[config.mk]
export PLATFORM = sky130hd
export DESIGN_NAME = uart_rx_frame
export DESIGN_NICKNAME = d
export VERILOG_FILES = /design/src/rtl/uart_rx_frame.sv
export SDC_FILE = /design/constraint.sdc
export NUM_CORES = 1
export LEC_CHECK = 0
export BUFFER_PORTS_ARGS = -buffer_cell sky130_fd_sc_hd__buf_2
export CORE_MARGIN = 3
export CORE_UTILIZATION = 38
export CTS_CLUSTER_DIAMETER = 100
export DETAILED_ROUTE_END_ITERATION = 8
export PLACE_DENSITY_LB_ADDON = 0.08
export SETUP_SLACK_MARGIN = 0.4
export SYNTH_ARGS = -nofsm -noshare
export SYNTH_HDL_FRONTEND = slang
export SYNTH_SLANG_ARGS = --single-unit
export TNS_END_PERCENT = 30
[constraint.sdc]
create_clock -name Bus_Clk_i -period 3.2 [get_ports Bus_Clk_i]
set_input_delay 0.16 -clock Bus_Clk_i [delete_from_list [all_inputs] [get_ports Bus_Clk_i]]
set_output_delay 0.16 -clock Bus_Clk_i [all_outputs]
set_load 0.005 [all_outputs]
[src/rtl/uart_rx_frame.sv]
// uart_rx_frame: LSB-first asynchronous frame receiver with a valid/ready holding register.
// Optional parity stage is compiled in with `define UART_RX_PARITY_EN.
module uart_rx_frame #(
  parameter int DATA_BITS   = 8,
  parameter int SYNC_STAGES = 2
) (
  input  logic       Bus_Clk_i,
  input  logic       RST_i,
  input  logic       Rx_Enable_i,
  input  logic       Rx_i,
  input  logic       Baud_rate_re_i,
  output logic       Clear_br_cnt_o,
  input  logic       Parity_Odd_i,
  output logic [7:0] Rx_Data_o,
  output logic       Rx_Valid_o,
  input  logic       Rx_Ready_i,
  output logic       Frame_Err_o,
  output logic       Parity_Err_o,
  output logic       Overrun_o
);

`ifdef UART_RX_PARITY_EN
  typedef enum logic [2:0] {S_IDLE, S_START, S_DATA, S_PARITY, S_STOP} state_t;
`else
  typedef enum logic [2:0] {S_IDLE, S_START, S_DATA, S_STOP} state_t;
`endif

  state_t                 state_q;
  logic [SYNC_STAGES-1:0] sync_q;
  logic                   rx_dly_q;
  logic [DATA_BITS-1:0]   shift_q;
  logic [2:0]             cnt_q;
  logic [7:0]             data_q;
  logic                   valid_q;
  logic                   ferr_q;
  logic                   perr_q;
  logic                   ovr_q;
  logic                   clr_q;
  logic                   rx_s;
  logic                   fall;
  logic                   last_bit;
  logic                   perr_d;

  assign rx_s     = sync_q[SYNC_STAGES-1];
  assign fall     = rx_dly_q & ~rx_s;
  assign last_bit = (cnt_q == 3'(DATA_BITS - 1));

`ifdef UART_RX_PARITY_EN
  logic par_err_q;
  assign perr_d = par_err_q;
`else
  // Odd/even select has no meaning without a parity bit; the flag stays 0.
  assign perr_d = Parity_Odd_i & 1'b0;
`endif

  always_ff @(posedge Bus_Clk_i) begin
    if (RST_i) begin
      state_q  <= S_IDLE;
      sync_q   <= '1;
      rx_dly_q <= 1'b1;
      shift_q  <= '0;
      cnt_q    <= '0;
      data_q   <= '0;
      valid_q  <= 1'b0;
      ferr_q   <= 1'b0;
      perr_q   <= 1'b0;
      ovr_q    <= 1'b0;
      clr_q    <= 1'b0;
`ifdef UART_RX_PARITY_EN
      par_err_q <= 1'b0;
`endif
    end else begin
      sync_q   <= {sync_q[SYNC_STAGES-2:0], Rx_i};
      rx_dly_q <= rx_s;
      clr_q    <= 1'b0;
      ovr_q    <= 1'b0;

      // Consume first; a completion in the same cycle re-asserts valid below.
      if (valid_q && Rx_Ready_i) valid_q <= 1'b0;

      if (!Rx_Enable_i) begin
        state_q <= S_IDLE;
      end else begin
        case (state_q)
          S_IDLE: begin
            if (fall) begin
              clr_q   <= 1'b1;
              state_q <= S_START;
            end
          end
          S_START: begin
            if (Baud_rate_re_i) begin
              if (!rx_s) begin
                state_q <= S_DATA;
                cnt_q   <= '0;
              end else begin
                state_q <= S_IDLE;
              end
            end
          end
          S_DATA: begin
            if (Baud_rate_re_i) begin
              shift_q <= {rx_s, shift_q[DATA_BITS-1:1]};
              cnt_q   <= cnt_q + 3'd1;
              if (last_bit) begin
`ifdef UART_RX_PARITY_EN
                state_q <= S_PARITY;
`else
                state_q <= S_STOP;
`endif
              end
            end
          end
`ifdef UART_RX_PARITY_EN
          S_PARITY: begin
            if (Baud_rate_re_i) begin
              par_err_q <= (^shift_q) ^ rx_s ^ Parity_Odd_i;
              state_q   <= S_STOP;
            end
          end
`endif
          S_STOP: begin
            // Leave mid-stop-bit so a back-to-back start edge is not missed.
            if (Baud_rate_re_i) begin
              state_q <= S_IDLE;
              if (!valid_q || Rx_Ready_i) begin
                data_q  <= 8'(shift_q);
                ferr_q  <= ~rx_s;
                perr_q  <= perr_d;
                valid_q <= 1'b1;
              end else begin
                ovr_q <= 1'b1;
              end
            end
          end
          default: state_q <= S_IDLE;
        endcase
      end
    end
  end

  assign Clear_br_cnt_o = clr_q;
  assign Rx_Data_o      = data_q;
  assign Rx_Valid_o     = valid_q;
  assign Frame_Err_o    = ferr_q;
  assign Parity_Err_o   = perr_q;
  assign Overrun_o      = ovr_q;

endmodule

== Yosys cells after proc, flatten, opt, wreduce, memory -nomap -nowiden ==
Cells that the tools add are included.
Word-level totals
  register bits: 29
  bits in latches: 0
  memory bits (writable): 0
  bits in read-only memories: 0
  input bits: 7
  output and inout port bits: 13
  word-level logic and storage cells: 57
  memories kept: 0
Operators by class
  add/subtract/negate cells: 1
  $mul: 0
  divide/modulo/power cells: 0
  magnitude comparators: 0
  equal/unequal tests: 10
  shift operators: 0
  muxes and demuxes: 18
  bitwise gates (word level): 6
  reductions and logical operators: 12
Operators with widths (count)
  $mux 3: 8
  $ne 2x2->1 const B: 6
  $pmux 3 s4: 1
  $reduce_and 5->1: 2
  $mux 1: 7
  $eq 3x2->1 const B: 2
  $pmux 3 s2: 1
  $not 1->1: 5
  $reduce_and 4->1: 1
  $reduce_or 4->1: 1
  $add 3x1->3 const B: 1
  $eq 3x1->1 const B: 1
  $eq 3x3->1 const B: 1
  $logic_not 3->1: 1
  $reduce_and 3->1: 1
  $reduce_or 3->1: 1
  $mux 2: 1
  $reduce_bool 2->1: 1
  $reduce_or 2->1: 1
  $and 1x1->1: 1
  $logic_and 1x1->1: 1
  $logic_not 1->1: 1
  $logic_or 1x1->1: 1

== Depth between registers and ports, before layout ==
Gate-level depths: netlist (run 1).
  depth in word-level cells: 6
  gate-level depth with buffers: 5
  mapped depth without buffers: 5

== Worst setup path after synthesis (run 1) ==
No wires, ideal clock.
  path kind: register -> register
  start: register cnt_q[0]
  end: register state_q[0]
  library setup time: 0.123 ns
  arrival: 1.059 ns
  required time: 3.077 ns
  setup slack: 2.018 ns
  stages on the path, launching flop included: 6
  path buffers: 0
  clock period less this slack: 1.182 ns
  cells stage by stage: dfxtp_1 -> ha_1 -> ha_1 -> and3_1 -> a211oi_1 -> nor3b_1
On the way
  word-level cells in the longest chain between the ends: 3
Ends and longest elaborated chain
  start: declaration: RTL line 32  | logic [2:0] cnt_q;
  start signal: assignment: RTL line 104  | cnt_q <= cnt_q + 3'd1;
  $eq 3x3->1: RTL line 46  | assign last_bit = (cnt_q == 3'(DATA_BITS - 1));
  $ne 2x2->1 (no line)
  $reduce_and 5->1 (no line)
  end signal: assignment: RTL line 58  | state_q <= S_IDLE;
  end signal: assignment: RTL line 82  | state_q <= S_IDLE;
  end signal: assignment: RTL line 88  | state_q <= S_START;
  end: declaration: RTL line 28  | state_t state_q;
Every way passes these cells.
A chain may end at the register's enable or synchronous reset.

== Worst setup path in the final report (run 1) ==
  start: register state_q[1]
  end: register ferr_q (netlist: Frame_Err_o)
On the way
  word-level cells in the longest chain between the ends: 2
Ends and longest elaborated chain
  $eq 3x2->1: RTL line 84  | case (state_q)
  $reduce_and 4->1 (no line)
  end signal: assignment: RTL line 128  | ferr_q <= ~rx_s;
  end: declaration: RTL line 35  | logic ferr_q;
Every way passes these cells.

==> impl_metrics.ini, run 1 <==
[status]
run_status = complete, no violations

[routing]
wl_mm = 1.77
m1WireLength_um = 886
drt-pass1-iter-count = 3
ant_nets = 0
wire_per_inst_um = 10.7
drc = 0
vias = 819
drtIter0Drc = 41
wl_met3_um = 49
avgViaCountPerCell = 4.96
topRoutingLayerUsed = met4
wl_met2_um = 811

[cells_and_area]
final_core_util = 0.442
syn2layout_area_growth_pct = 8.89
fin_area_mm2 = 0.00124
antenna_cells = 0
nets = 145
drive_above_1_share = 0.179
final_cells = 165

[die]
boundaryPins = 20
core_mm2 = 0.00281
die-area_mm2 = 0.00369
rows = 19
die_w_um = 60.8
start_util = 0.406
die_h_um = 60.8

[clocking]
htreeDepth = 1
clk_latency_ns = 0.31
cts_root_buffer = clkbuf_4
cts_num_sinks = 28
cts_tree = done
clk_path_buf_depth = 2
numCtsBuffers = 3
cts_setup_buffers = 0
cts.clk_slew.worst_paths_ns = 0.12

[grt]
grt_max_degree = 35
grt_pass1_wl_mm = 3.04
grt-ovfl-total = 0
grt_pass1_vias = 717
grt_use_total = 0.110
grt_antenna_before_repair = 0

[power_and_ir_drop]
p_clk_frac = 0.263
power_density_mw_per_mm2 = 405
finalPower_mw = 0.503
ir_worst_vdd_mv = 0.148
swShare = 0.198
p_sw_mw = 0.0995
combinationalPowerShare = 0.037
intPower_mw = 0.403
seq_power_share = 0.700
p_leak_nw = 0.462

[yosys]
synth_xor_area_frac = 0
synthSimpleGateAreaFrac = 0.266
seq_area_frac_synth = 0.492
synth_nets = 128
synth_top_cell_by_area = dfxtp_1
ys_top_cells_by_area = dfxtp_1, nand2b_1, mux2i_1
synth_area_mm2 = 0.00114
synth-main-ff-cell = dfxtp_1
synth_most_common_cell = dfxtp_1
ys_types = 25
synthArstFlopShare = 0
synth-edff-count = 0
synth-compound-area-share = 0.0812
synth-adder-area-share = 0.0220
synth_top_family_by_area = simple AND/OR/NAND/NOR gates
synth_mux_area_frac = 0.0878
ys_warn_count = 0
synth_cells = 119
yosysTopAreaCellShare = 0.492
ys_seq_elements = 28
syn_area_per_cell_um2 = 9.58
synthTopCellsByCount = dfxtp_1, nand2_1, nand2b_1, a21oi_1, mux2i_1

[sta]
period_minus_slack_ns = 1.82
rsz0062_at_grt = false
clock_skew_ns = 0.00561
worst_slack_ns = 1.38
fin_crit_sh = 0.570
hold_violations = 0
timing.hold.ws_ns = 0.142
relSlewSlack = 0.318
setup_viol = 0
max_slew.worst_pin.slew_ns = 1.02
tns_ns = 0
slew_viol_final = 0
fmax_ghz = 0.549

[setup_path]
critical_path_class = flop to flop
rr_worst_depth = 3
r2r-start = state_q[1]
r2r_end = Frame_Err_o
end_kind = flop
cp-start-kind = flop
cp.required_ns = 3.44
cp.arrival_ns = 2.07
r2r_setup_slack_ns = 1.38
critPathMaxFanout = 9

[min_path]
hold_start = Rx_Ready_i
hold_class = primary input to flop
holdPathStages = 3
whs_endpoint = Overrun_o

[placement]
place_ws_ns = 1.37
placed_cell_area_mm2 = 0.00121
dp.cells = 161
gp_congestion = 0.738
portBuffers = 17
hpwl_mm = 1.26

[job]
maxCapViolCount = 0
==> cell families (layout without fill, tap and decap cells) <==
family / count (synthesis) / count (layout)
buffers and inverters: 6 / 21
AO/OA/AOI/OAI: 16 / 16
flip-flops: 28 / 28
AND/OR/NAND/NOR: 56 / 56
other: 1 / 1
multiplexers: 10 / 10
adder cells (fa/ha/maj): 2 / 2
==> how the worst max path moves through the flow <==
stage,start,endpoint,slack [ns],cells after the start
after floorplan,cnt_q[0],state_q[0],2.02,5
after CTS,state_q[0],Rx_Data_o[1],1.33,3
after detailed placement,state_q[0],Rx_Data_o[1],1.37,3
after global routing,state_q[1],Rx_Data_o[6],1.13,3
after global placement,state_q[1],Rx_Data_o[0],1.38,3
final,state_q[1],Frame_Err_o,1.38,3
==> critical path, cell delays in order (launching register included) <==
cell and delay, ns:
dfxtp_1 0.45, nand4_1 0.20, nor2b_1 0.84, mux2i_1 0.27
==> area by class of cell <==
type                       instances  area [um2]
clock buffer                       3        22.5
sequential                        28         561
fill                             296        1560
multi-input combinational         85         524
tap                               31        38.8
timing repair buffer              18        95.1
==> power groups by stage <==
stage,clock [mW],combinational (mW),sequential (mW)
after floorplan,0,0.0147,0.359
after global placement,0,0.0175,0.360
after detailed placement,0,0.0180,0.360
after CTS,0.144,0.0179,0.352
after global routing,0.156,0.0209,0.353
final,0.132,0.0188,0.352
==> what timing repair did <==
action,in CTS,in global routing
gates resized for setup,0,0
hold buffers,0,1
endpoints found under the hold margin,0,1
==> metal layers <==
layer	track usage	vias up
met5	0	-
met4	0.0557	0
met3	0.0255	2
met2	0.173	9
met1	0.141	377
li1	-	431
==> sequential cells by signal, summed over array words and instances, names as in the netlist <==
register        flops
Overrun_o           1
Frame_Err_o         1
Rx_Valid_o          1
Rx_Data_o           8
sync_q              2
cnt_q               3
Clear_br_cnt_o      1
shift_q             8
state_q             2
rx_dly_q            1
==> placed cells by master, fill, tap and decap left out, types with 2 or more instances in the layout <==
| master | n |
|---|---|
| dfxtp_1 | 28 |
| nand2_1 | 20 |
| nand2b_1 | 19 |
| buf_2 | 17 |
| a21oi_1 | 12 |
| mux2i_1 | 10 |
| nor2_1 | 4 |
| or2_2 | 3 |
| clkbuf_4 | 3 |
| a211oi_1 | 2 |
| a32oi_1 | 2 |
| ha_1 | 2 |
No activity file was read; power rests on OpenSTA's default activity.
==> inputs of run 2 (changes only) <==
==> constraint.sdc (replaced) <==
create_clock -name Bus_Clk_i -period 1.8 [get_ports Bus_Clk_i]
set_input_delay 0.09 -clock Bus_Clk_i [delete_from_list [all_inputs] [get_ports Bus_Clk_i]]
set_output_delay 0.09 -clock Bus_Clk_i [all_outputs]
set_load 0.005 [all_outputs]
==> impl_metrics.ini, run 2 (synthesis results as in run 1) <==
[sta]
tns_ns = 0
period_minus_slack_ns = 1.29
setup_viol = 0
slew_viol_final = 0
fmax_ghz = 0.776
clock_skew_ns = 0.00568
rsz0062_at_grt = false
fin_crit_sh = 0.716
timing.hold.ws_ns = 0.0615
hold_violations = 0

[cells_and_area]
fin_area_mm2 = 0.00125
layout_common_cells = dfxtp_1, nand2_1, nand2b_1
syn2layout_area_growth_pct = 9.77
final_common_cell = dfxtp_1
n_fill_cell = 291
final_core_util = 0.446
drive_above_1_share = 0.200
antenna_cells = 0
nets = 146

[clocking]
cts_num_sinks = 28
htreeDepth = 1
cts_root_buffer = clkbuf_4
clk_path_buf_depth = 2
cts_setup_buffers = 0
numCtsBuffers = 3
cts_tree = done
cts.clk_slew.worst_paths_ns = 0.14
clk_latency_ns = 0.32

[grt]
grt_max_degree = 35
grt-ovfl-total = 0
grt_pass1_wl_mm = 3.24
grt_antenna_before_repair = 0
grt_pass1_vias = 736
grt_use_total = 0.118

[die]
die_w_um = 60.8
start_util = 0.406
boundaryPins = 20
rows = 19
die_h_um = 60.8
die-area_mm2 = 0.00369
core_mm2 = 0.00281

[routing]
avgViaCountPerCell = 5.02
drt-pass1-iter-count = 4
wire_per_inst_um = 11.2
wl_mm = 1.86
ant_nets = 0
drc = 0
drtIter0Drc = 17
vias = 833

[min_path]
hold_start = Rx_Ready_i
holdPathStages = 3
whs_endpoint = Overrun_o
hold_class = primary input to flop

[setup_path]
r2r_setup_slack_ns = 0.51
cp-start-kind = flop
rr_worst_depth = 4
r2r-start = state_q[0]
end_kind = flop
r2r_end = Rx_Data_o[0]
cp.required_ns = 2.06
cp.arrival_ns = 1.55
critPathMaxFanout = 8
critical_path_class = flop to flop

[power_and_ir_drop]
p_leak_nw = 0.468
seq_power_share = 0.687
power_density_mw_per_mm2 = 728
finalPower_mw = 0.911
intPower_mw = 0.718
p_clk_frac = 0.276
ir_worst_vdd_mv = 0.280
p_sw_mw = 0.193
swShare = 0.212
combinationalPowerShare = 0.036

[placement]
placed_cell_area_mm2 = 0.00122
gp_congestion = 0.736
hpwl_mm = 1.29
portBuffers = 17

[status]
run_status = complete, no violations

[job]
maxCapViolCount = 0
-- run 2: cell type report --
class | count | area [um2] | area share
clock buffer | 3 | 22.5 | 0.0180
multi-input combinational | 85 | 524 | 0.419
sequential | 28 | 563 | 0.450
tap | 31 | 38.8 | 0.0310
timing repair buffer | 19 | 103 | 0.0820
-- run 2: metrics by stage --
step                      cells  setup WS (ns)
after floorplan             119          0.618
after global placement      162          0.472
after detailed placement    162          0.437
after CTS                   166          0.402
after global routing        166          0.403
final                       166          0.511
-- run 2: repair_timing --
action	CTS	global route
endpoints found under the setup margin	0	11
hold buffers	1	0
endpoints found under the hold margin	1	0
gates resized for setup	0	2
-- run 2: power by group through the flow --
stage | Clock (mW) | Combinational, mW | Sequential (mW)
finish | 0.252 | 0.0330 | 0.626
CTS | 0.264 | 0.0338 | 0.626
global route | 0.289 | 0.0371 | 0.627
detailed placement | 0 | 0.0319 | 0.639
floorplan | 0 | 0.0261 | 0.639
global placement | 0 | 0.0313 | 0.639
-- run 2: per-layer routing --
metal  track usage  up-vias  wire [um]
li1              -      436          -
met1         0.156      384        924
met2         0.177       11        854
met3        0.0255        2         61
met4        0.0650        0         20
met5             0        -          0
-- run 2: worst max-delay path by stage --
stage	slack, ns	depth (start not counted)	endpoint	from
3_3_place_gp	0.47	4	Rx_Data_o[0]	state_q[1]
4_1_cts	0.40	4	Rx_Data_o[0]	state_q[1]
3_5_place_dp	0.44	4	Rx_Data_o[0]	state_q[1]
2_1_floorplan	0.62	5	state_q[0]	cnt_q[0]
5_1_grt	0.40	4	Rx_Data_o[0]	state_q[1]
6_report	0.51	4	Rx_Data_o[0]	state_q[0]
-- run 2: worst max-delay path: stages, from the launching register on --
cell and delay (ns):
dfxtp_2 0.41, nand4_1 0.17, nor2b_1 0.22, buf_4 0.23
mux2i_1 0.20
